$ cat config.mk
export PLATFORM = sky130hd
export DESIGN_NAME = mouse_step_sched
export DESIGN_NICKNAME = d
export VERILOG_FILES = /design/src/rtl/mouse_step_sched.sv
export SDC_FILE = /design/constraint.sdc
export NUM_CORES = 1
export LEC_CHECK = 0
export BUFFER_PORTS_ARGS = -buffer_cell sky130_fd_sc_hd__buf_2
export CAP_MARGIN = 20
export CORE_MARGIN = 10
export CORE_UTILIZATION = 29
export CTS_BUF_LIST = sky130_fd_sc_hd__clkbuf_2
export DETAILED_ROUTE_END_ITERATION = 8
export PLACE_DENSITY_LB_ADDON = 0.3
export SYNTH_ARGS = -nofsm -noshare
export SYNTH_HDL_FRONTEND = slang
export SYNTH_SLANG_ARGS = --single-unit
$ cat constraint.sdc
create_clock -name clk -period 2.54 [get_ports clk]
set_input_delay 0.254 -clock clk [delete_from_list [all_inputs] [get_ports clk]]
set_output_delay 0.254 -clock clk [all_outputs]
set_load 0.05 [all_outputs]
$ cat src/rtl/mouse_step_sched.sv
// -----------------------------------------------------------------------------
// mouse_step_sched
//
// Buffers PS/2 mouse packets from the HPS packet bus in a small FIFO. Each
// packet is then replayed as a paced train of single X/Y step pulses for the
// quadrature/joystick emulation. The button level is updated only when the
// packet it belongs to starts replaying, so buttons stay aligned with motion.
//
// Ports
//   clk        system clock
//   reset_n    asynchronous active-low reset
//   ce         clock enable for the step-rate divider
//   ps2_mouse  [24] toggle strobe, [23:16] Y, [15:8] X, [7] YOVR, [6] XOVR,
//              [5] YSGN, [4] XSGN, [2:0] buttons
//   rate       step period in ce cycles, minus one
//   clr_ovf    synchronous clear of ovf
//   x_step     one-clk pulse per X step; x_dir is valid with it (1 = negative)
//   y_step     one-clk pulse per Y step; y_dir is valid with it (1 = negative)
//   button     active-low: 0 while any button of the current packet is pressed
//   busy       replay in progress or packets still queued
//   ovf        sticky: a packet was dropped because the FIFO was full
// -----------------------------------------------------------------------------
module mouse_step_sched #(
   parameter int FIFO_AW = 2,
   parameter int DIV_W   = 12
) (
   input  logic             clk,
   input  logic             reset_n,
   input  logic             ce,
   input  logic [24:0]      ps2_mouse,
   input  logic [DIV_W-1:0] rate,
   input  logic             clr_ovf,
   output logic             x_step,
   output logic             x_dir,
   output logic             y_step,
   output logic             y_dir,
   output logic             button,
   output logic             busy,
   output logic             ovf
);

   localparam int DEPTH = 1 << FIFO_AW;
   localparam int EW    = 23;
   localparam logic [FIFO_AW:0] PTR_ONE = 1;

   typedef enum logic [1:0] {S_IDLE, S_LOAD, S_RUN} state_t;

   // Entry layout: {btn[2:0], XOVR, XSGN, X[7:0], YOVR, YSGN, Y[7:0]}
   function automatic logic [8:0] axis_mag(input logic ovr, input logic sgn,
                                           input logic [7:0] mv);
      logic [8:0] v;
      v = {sgn, mv};
      if (ovr)
         return 9'd255;
      // -256 negates to 9'h100, which is exactly the 256 steps wanted
      return sgn ? (~v + 9'd1) : v;
   endfunction

   state_t           r_state, w_next_state;
   logic             r_old_stb;
   logic [EW-1:0]    r_mem [DEPTH];
   logic [FIFO_AW:0] r_wptr, r_rptr;
   logic [EW-1:0]    r_pkt;
   logic [DIV_W-1:0] r_div;
   logic [8:0]       r_xcnt, r_ycnt;
   logic             r_xsgn, r_ysgn;
   logic             r_x_step, r_x_dir, r_y_step, r_y_dir, r_button, r_ovf;

   logic             w_strobe, w_empty, w_full, w_pop, w_push, w_drop;
   logic [EW-1:0]    w_entry;
   logic             w_tick, w_run_tick, w_xhit, w_yhit;
   logic [8:0]       w_xmag, w_ymag;
   logic             w_unused;

   assign w_unused = ps2_mouse[3];
   assign w_strobe = ps2_mouse[24] ^ r_old_stb;
   assign w_entry  = {ps2_mouse[2:0], ps2_mouse[6], ps2_mouse[4], ps2_mouse[15:8],
                      ps2_mouse[7], ps2_mouse[5], ps2_mouse[23:16]};

   // Extra pointer bit separates full from empty when the indices match
   assign w_empty = (r_wptr == r_rptr);
   assign w_full  = (r_wptr[FIFO_AW] != r_rptr[FIFO_AW]) &&
                    (r_wptr[FIFO_AW-1:0] == r_rptr[FIFO_AW-1:0]);
   assign w_pop   = (r_state == S_IDLE) && !w_empty;
   // A pop in the same cycle frees a slot, so a full FIFO still accepts
   assign w_push  = w_strobe && (!w_full || w_pop);
   assign w_drop  = w_strobe && w_full && !w_pop;

   assign w_xmag = axis_mag(r_pkt[19], r_pkt[18], r_pkt[17:10]);
   assign w_ymag = axis_mag(r_pkt[9],  r_pkt[8],  r_pkt[7:0]);

   assign w_tick     = ce && (r_div == '0);
   assign w_run_tick = (r_state == S_RUN) && w_tick;
   assign w_xhit     = w_run_tick && (r_xcnt != 9'd0);
   assign w_yhit     = w_run_tick && (r_ycnt != 9'd0);

   // NOTE: the storage array has no reset; stale entries are never read
   // because the pointers are reset, and leaving it unreset keeps it a RAM.
   always_ff @(posedge clk) begin
      if (w_push)
         r_mem[r_wptr[FIFO_AW-1:0]] <= w_entry;
   end

   // NOTE: sequential state uses non-blocking assignments so every register
   // samples pre-edge values regardless of statement order.
   always_ff @(posedge clk or negedge reset_n) begin
      if (!reset_n) begin
         r_old_stb <= 1'b0;
         r_wptr    <= '0;
         r_rptr    <= '0;
         r_pkt     <= '0;
         r_ovf     <= 1'b0;
         r_div     <= '0;
      end else begin
         r_old_stb <= ps2_mouse[24];
         if (w_push)
            r_wptr <= r_wptr + PTR_ONE;
         if (w_pop) begin
            r_rptr <= r_rptr + PTR_ONE;
            r_pkt  <= r_mem[r_rptr[FIFO_AW-1:0]];
         end
         // A drop in the same cycle as clr_ovf wins
         if (w_drop)
            r_ovf <= 1'b1;
         else if (clr_ovf)
            r_ovf <= 1'b0;
         if (w_tick)
            r_div <= rate;
         else if (ce)
            r_div <= r_div - DIV_W'(1);
      end
   end

   always_ff @(posedge clk or negedge reset_n) begin
      if (!reset_n)
         r_state <= S_IDLE;
      else
         r_state <= w_next_state;
   end

   // NOTE: next state defaults to the current state first, so no path through
   // the case leaves it unassigned and no latch is inferred.
   always_comb begin
      w_next_state = r_state;
      case (r_state)
         S_IDLE: if (!w_empty) w_next_state = S_LOAD;
         S_LOAD: w_next_state = ((w_xmag == 9'd0) && (w_ymag == 9'd0)) ? S_IDLE : S_RUN;
         S_RUN:  if (w_run_tick && (r_xcnt <= 9'd1) && (r_ycnt <= 9'd1))
                    w_next_state = S_IDLE;
         default: w_next_state = S_IDLE;
      endcase
   end

   always_ff @(posedge clk or negedge reset_n) begin
      if (!reset_n) begin
         r_xcnt   <= 9'd0;
         r_ycnt   <= 9'd0;
         r_xsgn   <= 1'b0;
         r_ysgn   <= 1'b0;
         r_button <= 1'b1;
         r_x_step <= 1'b0;
         r_y_step <= 1'b0;
         r_x_dir  <= 1'b0;
         r_y_dir  <= 1'b0;
      end else begin
         r_x_step <= w_xhit;
         r_y_step <= w_yhit;
         if (r_state == S_LOAD) begin
            r_xcnt   <= w_xmag;
            r_ycnt   <= w_ymag;
            r_xsgn   <= r_pkt[18];
            r_ysgn   <= r_pkt[8];
            r_button <= ~|r_pkt[22:20];
         end else begin
            if (w_xhit)
               r_xcnt <= r_xcnt - 9'd1;
            if (w_yhit)
               r_ycnt <= r_ycnt - 9'd1;
         end
         // Direction outputs only move with a pulse and hold in between
         if (w_xhit)
            r_x_dir <= r_xsgn;
         if (w_yhit)
            r_y_dir <= r_ysgn;
      end
   end

   assign x_step = r_x_step;
   assign x_dir  = r_x_dir;
   assign y_step = r_y_step;
   assign y_dir  = r_y_dir;
   assign button = r_button;
   assign ovf    = r_ovf;
   assign busy   = (r_state != S_IDLE) || !w_empty;

endmodule

# Word-level counts from Yosys, hierarchy flattened
# Memories as Yosys holds them, arrays and structs flattened. A register that Yosys moved wholly into a read port is not among the register bits.
# Index checks and enable logic that the tools add are counted.
[totals] elab_cells=89 out_inout_bits=7 in_bits=41 mem_count=1 mem_bits_rw=92 register_bits=47
[mem_list] name="r_mem" depth=4 width=23 rd=1 rd_clocked_by_memory_dff=1 wr=1 line="61" text="logic [EW-1:0] r_mem [DEPTH];"
[classes] eq_ne=7 n_bitwise=3 add_sub_neg=7 n_mux=22 n_reduce_logical=32 magnitude_cmp=2
[op_table] operator="$mux W9" n=10
[op_table] operator="$mux W12" n=2
[op_table] operator="$add A9 B1 Y9 const B" n=2
[op_table] operator="$le A9 B1 Y1 const B" n=2
[op_table] operator="$logic_not A9 Y1" n=2
[op_table] operator="$not A9 Y9" n=2
[op_table] operator="$reduce_bool A9 Y1" n=2
[op_table] operator="$sub A9 B1 Y9 const B" n=2
[op_table] operator="$logic_and A1 B1 Y1" n=12
[op_table] operator="$logic_not A12 Y1" n=1
[op_table] operator="$sub A12 B1 Y12 const B" n=1
[op_table] operator="$reduce_bool A2 Y1" n=5
[op_table] operator="$add A3 B1 Y3 const B" n=2
[op_table] operator="$mux W1" n=6
[op_table] operator="$mux W2" n=3
[op_table] operator="$pmux W2 S3" n=1
[op_table] operator="$logic_not A1 Y1" n=5
[op_table] operator="$eq A3 B3 Y1" n=1
[op_table] operator="$reduce_or A3 Y1" n=1
[op_table] operator="$eq A2 B1 Y1 const B" n=1
[op_table] operator="$eq A2 B2 Y1" n=1
[op_table] operator="$eq A2 B2 Y1 const B" n=1
[op_table] operator="$logic_not A2 Y1" n=1
[op_table] operator="$logic_or A1 B1 Y1" n=2
[op_table] operator="5 further kinds" n=5

# Longest topological paths before layout
[depth] ltp_word=8 depth_mapped=9 ltp_nobuf=7

# Worst setup path after synthesis
# No wires, ideal clock.
[synth_timing] path_kind="reg-to-reg" from="register r_rptr[0]" to="memory r_mem[3][0] (enable)" arrival_time_ns=1.781 setup_ns=0.383 setup_slack_ns=0.376 path_buffers=1 stages_incl_launch_ff=6 period_less_slack_ns=2.164 required_ns=2.157 path_cell_list="dfrtp_1 > buf_2 > xor2_1 > nor2_1 > a31oi_1 > and2_1"
[synth_between] elab_chain_len=7 word_cells_on_any_way=10 cone_classes="2 x eq/ne; 2 x mux; 6 x reduce/logical"
[synth_lines] item="from (decl)" line="62" text="logic [FIFO_AW:0] r_wptr, r_rptr;"
[synth_lines] item="from (signal assigned)" line="119" text="r_rptr <= r_rptr + PTR_ONE;"
[synth_lines] item="$eq A3 B3 Y1 / $eq A2 B2 Y1 (equally long branches)" line="81, 83"
[synth_lines] item="$logic_not A1 Y1 / $logic_and A1 B1 Y1 (equally long branches)" line="84, 82"
[synth_lines] item="$logic_and A1 B1 Y1 / $logic_not A1 Y1 (equally long branches)" line="84, 86"
[synth_lines] item="$logic_or A1 B1 Y1 *" line="86" text="assign w_push = w_strobe && (!w_full || w_pop);"
[synth_lines] item="$logic_and A1 B1 Y1 *" line="86"
[synth_lines] item="$mux W1 *" line="100" text="if (w_push)"
[synth_lines] item="$mux W1 (not written as such) *" line="101" text="r_mem[r_wptr[FIFO_AW-1:0]] <= w_entry;"
[synth_lines] item="to (decl)" line="61"
# Every way passes the cells marked *; elsewhere a longest branch is shown, timed or not.

# Worst setup path in the final report
[layout_timing] from="register r_div[2]" to="register r_div[9]"
[layout_between] elab_chain_len=3 word_cells_on_any_way=6 cone_classes="1 x add/sub; 2 x mux; 3 x reduce/logical"
[layout_lines] item="from (decl)" line="64" text="logic [DIV_W-1:0] r_div;"
[layout_lines] item="from (signal assigned)" line="128" text="r_div <= rate;"
[layout_lines] item="from (signal assigned)" line="130" text="r_div <= r_div - DIV_W'(1);"
[layout_lines] item="$sub A12 B1 Y12 / $logic_not A12 Y1 (equally long branches)" line="130, 92"
[layout_lines] item="$mux W12 / $logic_and A1 B1 Y1 (equally long branches)" line="129, 92"
[layout_lines] item="$mux W12 / $reduce_bool A2 Y1 (equally long branches)"
# Parallel ways exist; a longest one is shown, timed or not. The select of a mux whose other input is x is not followed.
# A chain may end at the register's enable or synchronous reset.

==> results.json <==
{
  "yosysTopAreaCell": "edfxtp_1",
  "yosys_warnings": 0,
  "async_flop_share": 0.4321,
  "routed_wl_um": 15470,
  "crit_top_cell": "a21oi_1",
  "io_buffers": 46,
  "htree_levels": 4,
  "die-area_mm2": 0.03207,
  "wl_per_cell_um": 15.62,
  "initial_core_util": 0.2932,
  "seq_area_frac_synth": 0.6152,
  "cap_violations": 0,
  "period_share": 0.9343,
  "synth_edf_count": 92,
  "max-clock-path-buffers": 2,
  "dr.pass1.iters": 4,
  "seqCellArea_mm2": 0.004516,
  "coreArea_mm2": 0.02504,
  "grt_usage": 0.09893,
  "cts_tree": "yes",
  "grt_setup_unrepaired": "false",
  "drc": 0,
  "synthTopCellsByCount": "edfxtp_1 (92), dfrtp_1 (69), o21ai_0 (31)",
  "dieHeight_um": 179.1,
  "cp_slowest_stage_delay_ns": 0.57,
  "worstPathRequired_ns": 3.20,
  "vias": 4716,
  "layout-drive-gt1-share": 0.2261,
  "worstSetupStartpointType": "flop",
  "power.leakage_nw": 3.304,
  "synth.avg_cell_area_um2": 13.54,
  "multi_input_area_mm2": 0.002623,
  "yosysMostFrequentCell": "edfxtp_1",
  "fillers": 2420,
  "grt_max_degree": 71,
  "cp_cell_sequence": "or3_1 -> nor3_1 -> a31o_2 -> a21oi_1 -> a21oi_1 -> dlygate4sd3_1",
  "relSlewSlack": 0.3961,
  "tns_ns": 0,
  "setup_viol": 0,
  "rrSetupSlack_ns": 0.17,
  "cp_slowest_cell": "dlygate4sd3_1",
  "vdd_drop_max_mv": 0.4242,
  "tightest_slew_ns": 0.9059,
  "comb_power_share": 0.162,
  "chipWidth_um": 179.1,
  "viasPerCell": 4.764,
  "p_switching_mw": 1.695,
  "synth.distinct_cells": 58,
  "final_nets": 701,
  "insertion_delay_ns": 0.69,
  "min_period_ns": 2.373,
  "ys_dominant_reg_cell": "edfxtp_1",
  "drtAntennaViolNets": 0,
  "reg2reg_to": "r_div[9]",
  "p_per_area_mw_per_mm2": 655.0,
  "antenna_found_initial": 1,
  "rows": 58,
  "end_kind": "flop",
  "p_int_mw": 4.018,
  "ff2ff_path_depth": 6,
  "cp_max_fo": 5,
  "switching_share": 0.2967,
  "fin_util": 0.3484,
  "clock.fmax_ghz": 0.4214,
  "drt_iter0_drc": 247,
  "first_global_vias": 4895,
  "synth_fp_nets": 597,
  "synth_area_mm2": 0.007340,
  "grt_pass1_wl_um": 25310,
  "synth_top_area_share": 0.3764,
  "timing.rr.start": "r_div[2]",
  "clk_pin_slew_worst_paths_ns": 0.26,
  "cts_root_buf": "clkbuf_2",
  "pwr-share-seq": 0.596,
  "status": "finished, final reports clean",
  "arrival_ns": 3.03,
  "timing_hold_violations_final": 0,
  "ys_ff_latch": 162,
  "area_growth_pct": 18.84,
  "gp_congestion": 0.8294,
  "clock-skew-final_ns": 0.03570,
  "globalRouteOverflowTotal": 0,
  "critPathKind": "flop to flop",
  "cts_buffers": 17,
  "synth_area_leaders": "edfxtp_1 (38%), dfrtp_1 (24%), mux4_2 (7.1%)",
  "hp-class": "input pin to asynchronous set/reset pin",
  "io_pins": 48,
  "netlist_instances": 542,
  "drv_slew": 0,
  "clkSinkCount": 162,
  "dp_hpwl_um": 10370,
  "clkPwrFrac": 0.241
}
-- flip-flops by register name (all words and copies together) (netlist names) --
register	count
r_ysgn	1
r_div	12
r_pkt	23
y_dir	1
y_step	1
r_xcnt	9
r_state	2
r_wptr	3
r_xsgn	1
button	1
r_rptr	3
r_mem	92
ovf	1
x_step	1
r_ycnt	9
r_old_stb	1
x_dir	1
-- worst max-delay path, delay by kind of cell, from the launching register on --
| kind | cells | cell delay (ns) |
|---|---|---|
| flip-flops | 1 | 0.47 |
| AO/OA/AOI/OAI | 3 | 0.45 |
| buffers and inverters | 1 | 0.57 |
| AND/OR/NAND/NOR | 2 | 0.86 |
-- per-layer routing --
metal  global-route usage  part of all wire  vias to the layer above  routed length (um)
met5                    0                 0                        -                   0
li1                     -                 -                     2286                   -
met3              0.02696             0.050                        6                 776
met4              0.02894            0.0077                        0                 119
met1               0.1274              0.46                     2317                7099
met2               0.1594              0.48                      107                7471
-- stage by stage --
stage               std cells  cell area, um2  power, mW  setup slack (ns)  hold WS [ns]
finish                    990            8722      5.713            0.1670        0.1965
global route              990            8722      6.057           0.05115        0.1189
CTS                       988            8710      5.806            0.1060        0.1574
detailed placement        906            7980      4.273            0.3100        0.3895
global placement          906            7980      4.220            0.2603        0.3898
floorplan                 542            7340      3.933            0.3761      -0.04159
-- repair_timing --
action / CTS / global route
buffers inserted: 0 / 1
gates resized for setup: 0 / 2
hold buffers: 50 / 0
endpoints found under the setup margin: 0 / 9
endpoints found under the hold margin: 177 / 0
-- cell type report --
class	count	area share
flip-flops and latches	162	0.5177
multi-input cells	329	0.3007
repair buffers	111	0.09697
well taps	330	0.04734
clock inverters	14	0.01592
inverters	25	0.01076
clock buffers	18	0.01033
diodes	1	0.0002869
-- power groups by stage --
stage                     logic [mW]  registers, mW  clock network [mW]
after floorplan                0.495           3.44                   0
after global placement         0.781           3.44                   0
after detailed placement       0.807           3.47                   0
after CTS                      0.949           3.41                1.45
after global routing            1.04           3.44                1.58
final                          0.927           3.41                1.38
-- cell usage in the layout (no fill, tap or decap), types with 4 or more instances in the layout --
cell,synthesis,layout
nor2_1,19,18
xnor2_1,7,7
a31oi_1,5,5
inv_1,25,25
buf_2,9,45
mux2i_1,4,4
edfxtp_1,92,92
o21ai_0,31,31
and2_1,6,6
nor3_1,13,13
a21oi_1,14,14
or4_1,5,5
nor4_1,9,9
nand2_1,30,30
xor2_1,10,10
a22oi_1,7,7
ha_1,14,14
o22ai_1,6,6
o211ai_1,8,8
dlygate4sd3_1,0,50
dfrtp_1,69,69
buf_4,1,16
o31ai_1,4,4
nor2b_1,12,12
nand3_1,14,14
mux4_2,23,23
nand4b_1,4,4
nand2b_1,6,6
mux2_2,19,19
clkbuf_2,0,18
nand4_1,11,11
inv_6,0,6
or3_1,7,7
-- worst max path at each step --
stage / startpoint / endpoint
5_1_grt: r_div[0] / r_div[9]
6_report: r_div[2] / r_div[9]
3_5_place_dp: r_div[0] / r_state[1]
3_3_place_gp: r_pkt[0] / r_state[1]
4_1_cts: r_div[0] / r_div[2]
2_1_floorplan: r_rptr[0] / r_mem[3][0]
-- cells by family after synthesis --
| family | count (synthesis) | synth area share |
|---|---|---|
| buffers and inverters | 51 | 0.02813 |
| DFF | 162 | 0.6152 |
| adders and majority gates | 14 | 0.02387 |
| xor gates and xnor gates | 17 | 0.02029 |
| and+or+nand+nor | 153 | 0.1200 |
| AOI/OAI and AO/OA | 99 | 0.08729 |
| muxes | 46 | 0.1052 |
No activity file was read; power rests on OpenSTA's default activity.
